File: src/rtl/regfile_pkg.sv
// Shared register-file types and sizes for the writeback path.
// The write arbiter and its clients import this package.
package regfile_pkg;

    localparam int REG_IDX_W = 4;
    localparam int DATA_W    = 16;
    localparam int NUM_REGS  = 1 << REG_IDX_W;

    typedef logic [REG_IDX_W-1:0] reg_idx_t;
    typedef logic [DATA_W-1:0]    reg_data_t;

endpackage

File: src/rtl/rr_arbiter.sv
// Round-robin arbiter. The search starts at rr_ptr, and the pointer moves just past
// the winner whenever a grant is issued.
module rr_arbiter #(
    parameter int N = 3
) (
    input  logic                 clk,
    input  logic                 rst,
    input  logic [N-1:0]         req,
    input  logic                 en,
    output logic [N-1:0]         gnt,
    output logic [$clog2(N)-1:0] gnt_idx
);

    localparam int IDX_W = $clog2(N);

    logic [IDX_W-1:0] rr_ptr_q;
    logic [IDX_W-1:0] rr_ptr_d;
    logic             found;
    int               cand;

    // The first requester found at or after rr_ptr wins.
    always_comb begin
        gnt     = '0;
        gnt_idx = '0;
        found   = 1'b0;
        cand    = 0;
        for (int k = 0; k < N; k++) begin
            cand = (int'(rr_ptr_q) + k) % N;
            if (en && !found && req[cand]) begin
                found     = 1'b1;
                gnt[cand] = 1'b1;
                gnt_idx   = IDX_W'(cand);
            end
        end
    end

    always_comb begin
        rr_ptr_d = rr_ptr_q;
        if (found) begin
            rr_ptr_d = (int'(gnt_idx) == N - 1) ? '0 : gnt_idx + 1'b1;
        end
    end

    always_ff @(posedge clk) begin
        if (rst) begin
            rr_ptr_q <= '0;
        end else begin
            rr_ptr_q <= rr_ptr_d;
        end
    end

endmodule

File: src/rtl/regfile_write_arbiter.sv
// Shares the single register-file write port among NREQ writeback sources.
// It grants one source at a time in round-robin order and drives a registered write stage.
module regfile_write_arbiter #(
    parameter int NREQ      = 3,
    parameter int REG_IDX_W = regfile_pkg::REG_IDX_W,
    parameter int DATA_W    = regfile_pkg::DATA_W
) (
    input  logic                      clk,
    input  logic                      rst,
    input  logic [NREQ-1:0]           req_valid,
    input  logic [NREQ*REG_IDX_W-1:0] req_reg,
    input  logic [NREQ*DATA_W-1:0]    req_data,
    output logic [NREQ-1:0]           req_ready,
    input  logic                      wr_stall,
    output logic                      wr_en,
    output logic [REG_IDX_W-1:0]      wr_reg,
    output logic [DATA_W-1:0]         wr_data,
    output logic [$clog2(NREQ)-1:0]   wr_src
);

    localparam int SRC_W = $clog2(NREQ);

    logic                 free;
    logic                 grant_en;
    logic [NREQ-1:0]      gnt;
    logic [SRC_W-1:0]     gnt_idx;
    logic [REG_IDX_W-1:0] req_reg_arr  [NREQ];
    logic [DATA_W-1:0]    req_data_arr [NREQ];

    logic                 wr_en_q,   wr_en_d;
    logic [REG_IDX_W-1:0] wr_reg_q,  wr_reg_d;
    logic [DATA_W-1:0]    wr_data_q, wr_data_d;
    logic [SRC_W-1:0]     wr_src_q,  wr_src_d;

    always_comb begin
        for (int i = 0; i < NREQ; i++) begin
            req_reg_arr[i]  = req_reg[i*REG_IDX_W +: REG_IDX_W];
            req_data_arr[i] = req_data[i*DATA_W +: DATA_W];
        end
    end

    // The output slot accepts a new write when it is empty or when its current write retires this cycle.
    assign free     = !wr_en_q || !wr_stall;
    assign grant_en = free && !rst;

    rr_arbiter #(
        .N(NREQ)
    ) u_arb (
        .clk     (clk),
        .rst     (rst),
        .req     (req_valid),
        .en      (grant_en),
        .gnt     (gnt),
        .gnt_idx (gnt_idx)
    );

    assign req_ready = gnt;

    always_comb begin
        wr_en_d   = wr_en_q;
        wr_reg_d  = wr_reg_q;
        wr_data_d = wr_data_q;
        wr_src_d  = wr_src_q;
        if (free) begin
            wr_en_d = |gnt;
        end
        if (|gnt) begin
            wr_reg_d  = req_reg_arr[gnt_idx];
            wr_data_d = req_data_arr[gnt_idx];
            wr_src_d  = gnt_idx;
        end
    end

    always_ff @(posedge clk) begin
        if (rst) begin
            wr_en_q   <= 1'b0;
            wr_reg_q  <= '0;
            wr_data_q <= '0;
            wr_src_q  <= '0;
        end else begin
            wr_en_q   <= wr_en_d;
            wr_reg_q  <= wr_reg_d;
            wr_data_q <= wr_data_d;
            wr_src_q  <= wr_src_d;
        end
    end

    assign wr_en   = wr_en_q;
    assign wr_reg  = wr_reg_q;
    assign wr_data = wr_data_q;
    assign wr_src  = wr_src_q;

    // A pending requester must keep its write stable until the arbiter accepts it.
    for (genvar g = 0; g < NREQ; g++) begin : g_hold_chk
        a_req_hold : assert property (@(posedge clk) disable iff (rst)
            (req_valid[g] && !req_ready[g]) |=>
            (req_valid[g]
             && $stable(req_reg[g*REG_IDX_W +: REG_IDX_W])
             && $stable(req_data[g*DATA_W +: DATA_W])));
    end

    a_ready_onehot : assert property (@(posedge clk) $onehot0(req_ready));

endmodule

File: config.mk
export PLATFORM = sky130hd
export DESIGN_NAME = regfile_write_arbiter
export DESIGN_NICKNAME = d
export VERILOG_FILES = /design/src/rtl/regfile_pkg.sv /design/src/rtl/rr_arbiter.sv /design/src/rtl/regfile_write_arbiter.sv
export SDC_FILE = /design/constraint.sdc
export NUM_CORES = 1
export LEC_CHECK = 0
export CELL_PAD_IN_SITES_DETAIL_PLACEMENT = 1
export CELL_PAD_IN_SITES_GLOBAL_PLACEMENT = 1
export CORE_ASPECT_RATIO = 1.75
export CORE_MARGIN = 5
export CORE_UTILIZATION = 27
export CTS_CLUSTER_SIZE = 28
export DETAILED_ROUTE_END_ITERATION = 16
export MAX_ROUTING_LAYER = met4
export PLACE_DENSITY_LB_ADDON = 0.1
export SETUP_SLACK_MARGIN = 0.15
export SLEW_MARGIN = 5
export SYNTH_ARGS = -nofsm -noshare
export SYNTH_HDL_FRONTEND = slang
export SYNTH_HIERARCHICAL = 1
export SYNTH_SLANG_ARGS = --single-unit
export TNS_END_PERCENT = 30
File: constraint.sdc
create_clock -name clk -period 3.41 [get_ports clk]
set_clock_uncertainty 0.1 [all_clocks]
set_input_delay 0.5115 -clock clk [delete_from_list [all_inputs] [get_ports clk]]
set_output_delay 0.5115 -clock clk [all_outputs]
set_load 0.05 [all_outputs]
Word-level counts from Yosys, hierarchy flattened:

Index checks and enable logic that the tools add are counted.

* register bits: 25
* input port bits: 66
* output and inout port bits: 26
* word-level logic and storage cells: 69

* add/sub/neg operators: 3
* div/mod/pow operators: 3
* order comparisons: 7
* equal/unequal tests: 1
* multiplexer cells: 31
* bitwise operators: 3
* reduce and logical (&&, ||, !) cells: 16

Operators with widths (number)
* $ge 32x1->1 const B: 3
* $lt 32x4->1 const B: 3
* $mod 32x3->32 const B: 2
* $bmux 16 s2: 1
* $mod 3x3->32 const B: 1
* $mux 16: 2
* $mux 1: 12
* $logic_and 1x1->1: 9
* $mux 3: 3
* $bmux 4 s2: 1
* $mux 2: 4
* $mux 4: 2
* $bmux 1 s2: 3
* $demux 1 s2: 3
* $or 3x3->3: 2
* $logic_not 1->1: 5
* $add 2x1->3 const B: 1
* $add 2x2->3 const B: 1
* $ge 3x3->1 const B: 1
* $not 2->3: 1
* $reduce_or 3->1: 1
* $add 2x1->2 const B: 1
* $eq 2x2->1 const B: 1
* $logic_or 1x1->1: 1

Depth between registers and ports, before layout:

* depth in word-level cells: 18
* depth in mapped cells: 12
* gate-level depth less buffers: 10

Cells and area by module:

The synthesis kept the hierarchy.

Modules (own cells, without submodules)
* regfile_write_arbiter: instances 1, cells each 129, area an instance 1212.4 µm², seq. area each 460.4 µm²
* rr_arbiter: instances 1, cells each 50, area an instance 391.6 µm², seq. area each 40.0 µm²

Least setup slack after synthesis:

OpenSTA, ideal clock, no wires.

* kind: reg-to-reg
* start point: reg u_arb.rr_ptr_q[0]
* end point: reg wr_data_q[11], in the netlist wr_data[11]
* library setup time: 0.133 ns
* data arrival time: 2.719 ns
* required time: 3.177 ns
* slack: 0.458 ns
* stages on the path, launching flop included: 12
* buffers on the path: 2
* period minus slack after synthesis: 2.952 ns
* path through: dfxtp_1 -> inv_1 -> ha_1 -> inv_1 -> mux2i_4 -> mux2_1 -> a22o_1 -> or3_1 -> buf_2 -> buf_2 -> nor2_1 -> a211oi_2

* elaborated cells between the ends (all ways): 51
* those cells by class: add/sub: 2; div: 3; order compare: 6; mux: 26; bitwise: 3; reduce/logical: 11

RTL lines
* start, declared: RTL line rr_arbiter.sv:16 `logic [IDX_W-1:0] rr_ptr_q;`
* start signal, assigned: RTL line rr_arbiter.sv:48 `rr_ptr_q <= rr_ptr_d;`
* parallel branches: the longest is 13 deep, another holds $mod 32x3->32
* $mux 3 (*): RTL line rr_arbiter.sv:29 `if (en && !found && req[cand]) begin`
* named net req_ready[1]: RTL line regfile_write_arbiter.sv:13 `output logic [NREQ-1:0] req_ready,`
* $reduce_or 3->1 (*): RTL line regfile_write_arbiter.sv:67 `if (|gnt) begin`
* end signal, assigned: RTL line regfile_write_arbiter.sv:83 `wr_data_q <= wr_data_d;`
* end, declared: RTL line regfile_write_arbiter.sv:32 `logic [DATA_W-1:0] wr_data_q, wr_data_d;`

Mark *: on every way through the listed nets, which the timed path passes. The select of a mux whose other input is x is not followed.
A chain may end at the register's enable or synchronous reset.

Worst setup path after layout:

* start point: reg u_arb.rr_ptr_q[0]
* end point: reg wr_reg_q[2], in the netlist wr_reg[2]

* cells in the longest elaborated chain, start to end: 18
* elaborated cells between the ends (all ways): 51
* those cells by class: add/sub: 2; div: 3; order compare: 6; mux: 26; bitwise: 3; reduce/logical: 11

Ends and longest elaborated chain
* parallel branches: the longest is 18 deep, another holds $mod 32x3->32
* end signal, assigned: RTL line regfile_write_arbiter.sv:82 `wr_reg_q <= wr_reg_d;`
* end, declared: RTL line regfile_write_arbiter.sv:31 `logic [REG_IDX_W-1:0] wr_reg_q, wr_reg_d;`

Several ways; the timed one is not identified. The select of a mux whose other input is x is not followed.

==> out/results.txt <==
Via density: 4.98
Cts hold-fix bufs: 0
Total Power: 1570 uW
Drt first pass iters: 4
Vias: 1727
Measured slew at the worst slew-check pin: 0.544 ns
Final Core Density: 0.462
# port buffers: 91
CTS clock-pin slew for the worst setup and hold paths: 0.09 ns
Ys flop type: dfxtp_1
Tmin final: 2.95 ns
Slew margin rel.: 0.636
Post-Syn Nets: 249
Die footprint: 7640 sq um
Leakage: 0.000992 uW
Worst EP required: 3.49 ns
Library cells used by synthesis: 33
Initial DRC Count: 42
CP Launch Type: register
Residual DRC: 0
Slew Viols, Final: 0
Crit share post-route: 0.865
Status: finished clean
IO Pins: 92
WL/cell: 16.6 microns
Starting density of the core: 0.275
Max cap viols: 0
H-tree Lvls: 1
Clock latency on the worst-skew pair: 0.27 ns
R2R cell count: 9
Post-synth EDFFs: 0
Commonest cells after routing, fill and taps aside: 88 x clkdlybuf4s50_1, 25 x dfxtp_1, 24 x mux2i_1
Clock Path Buffers: 2
Number of global-route vias before repair: 1783
CP Class: reg2reg
Area after DPL: 2650 sq um
Fillers: 705
Core area: 5830 sq um
Synth Instances: 179
CP startpoint: u_arb/rr_ptr_q[0]
Dpl cells: 343
CP Capture Type: register
ANT cells: 0
Setup Buffers After CTS: 0
Design Area, Final: 2700 sq um
Largest net degree at the start of global routing: 43
Width of the die: 68.3 microns
Clock root buffer: clkbuf_8
Layout cell share with drive strength beyond 1: 0.0855
Final setup fails: 0
Post-Synthesis Cell Area: 1600 sq um
Most common cell after layout, fill and taps aside: clkdlybuf4s50_1
Largest register FFs: 16
R2r setup slk: 0.46 ns
Initial antenna violation count: 0
Final GP Congestion: 0.802
Yosys warns: 6
CTS Buf Count: 3
Peak VDD IR: 252 uV
Total track usage: 0.156
First-pass GRT wire length: 9.02 mm
Nets: 340
Height of the die: 112 microns
Routed wire length: 5.77 mm
Antenna Nets Post-Route: 0
Clock sink count: 25
Min-Delay Path Depth: 2
FF+latch count, synth: 25
TNS Setup: 0 ns
Pwr per Cell Area: 581 nW/um^2
Post-CTS sizing: 0
RSZ-0062 raised after global routing: false
Layout Cells excl Fill: 347
Min-Delay Path Class: reg2reg
Total grt overflow: 0
Hold endpoint: wr_src[0]
R2R Path Start: u_arb/rr_ptr_q[0]
Post-synthesis sequential area ratio: 0.312
Syn_area_per_cell: 8.96 sq um
Reg2reg end: wr_reg[2]
FMAX: 339 MHz
Site Rows: 37
Worst hold start: wr_src[0]
Worst-path fanout max: 42
Hpwl dp: 4.69 mm
Synthesis-to-layout area growth: 68.1%
CTS tree: built
Hold Vio Cnt, Final: 0
Synth async-reset ratio: 0
Critical Path AT: 3.03 ns
-- worst max path at each step --
| stage | end | slack [ns] |
|---|---|---|
| 2_1_floorplan | wr_data[11] | 0.46 |
| 3_3_place_gp | wr_data[11] | 0.30 |
| 3_5_place_dp | wr_reg[2] | 0.21 |
| 4_1_cts | wr_reg[2] | 0.42 |
| 5_1_grt | wr_data[1] | 0.28 |
| 6_report | wr_reg[2] | 0.46 |
-- critical path, cell delays in order, from the launching register on --
cell and delay (ns):
dfxtp_1 0.38, inv_1 0.08, ha_1 0.32, inv_1 0.17, mux2i_4 0.28, mux2_1 0.36, a22o_1 0.24, or3_1 0.38
buf_4 0.26, a211oi_1 0.27
-- metal layers --
layer,track usage,wire length [microns],share of wire,vias up
met5,-,0,0,-
met4,0.0491,125,0.022,0
met3,0.0242,358,0.062,6
met2,0.274,3120,0.54,53
met1,0.171,2180,0.38,820
li1,-,-,-,848
-- cells in the mapped netlist (all sizes together) (2+ instances only) --
cell type	number	area share
o22ai	2	0.0078
or3	2	0.0078
o21ai	2	0.0062
nand2b	2	0.0078
a211oi	20	0.097
nor2b	3	0.012
clkbuf	5	0.012
buf	11	0.050
nand2	11	0.026
a22o	2	0.011
inv	3	0.0070
mux2i	25	0.16
mux2	2	0.014
a21oi	7	0.022
ha	4	0.031
dfxtp	25	0.31
a2bb2oi	20	0.11
nor2	22	0.051
-- layout make-up --
class	instances	area (sq um)	share of cell area
clock buffer	4	45.0	0.0167
inverter	3	11.3	0.00418
multi-input combinational	135	1020	0.378
sequential	25	500	0.186
tap	78	97.6	0.0362
timing repair buffer	102	1020	0.380
-- cell families after synthesis --
family / count (synthesis) / synth area share
compound gates: 57 / 0.273
simple gates: 47 / 0.137
flops: 25 / 0.312
mux: 27 / 0.178
fa+ha+maj: 4 / 0.0312
buf+inv: 19 / 0.0686
-- report_power, final --
group	total (uW)	internal [uW]	switching, uW
Sequential	413	371	41.9
Combinational	977	397	580
Clock	176	83.6	92.7
Total	1570	852	715
-- metrics by stage --
| stage | setup slack (ns) | hold slack [ns] |
|---|---|---|
| after floorplan | 0.458 | 0.360 |
| after global placement | 0.295 | 0.346 |
| after global routing | 0.279 | 0.384 |
| after CTS | 0.424 | 0.367 |
| final | 0.460 | 0.358 |
| after detailed placement | 0.213 | 0.354 |
No activity file was read; power rests on OpenSTA's default activity.
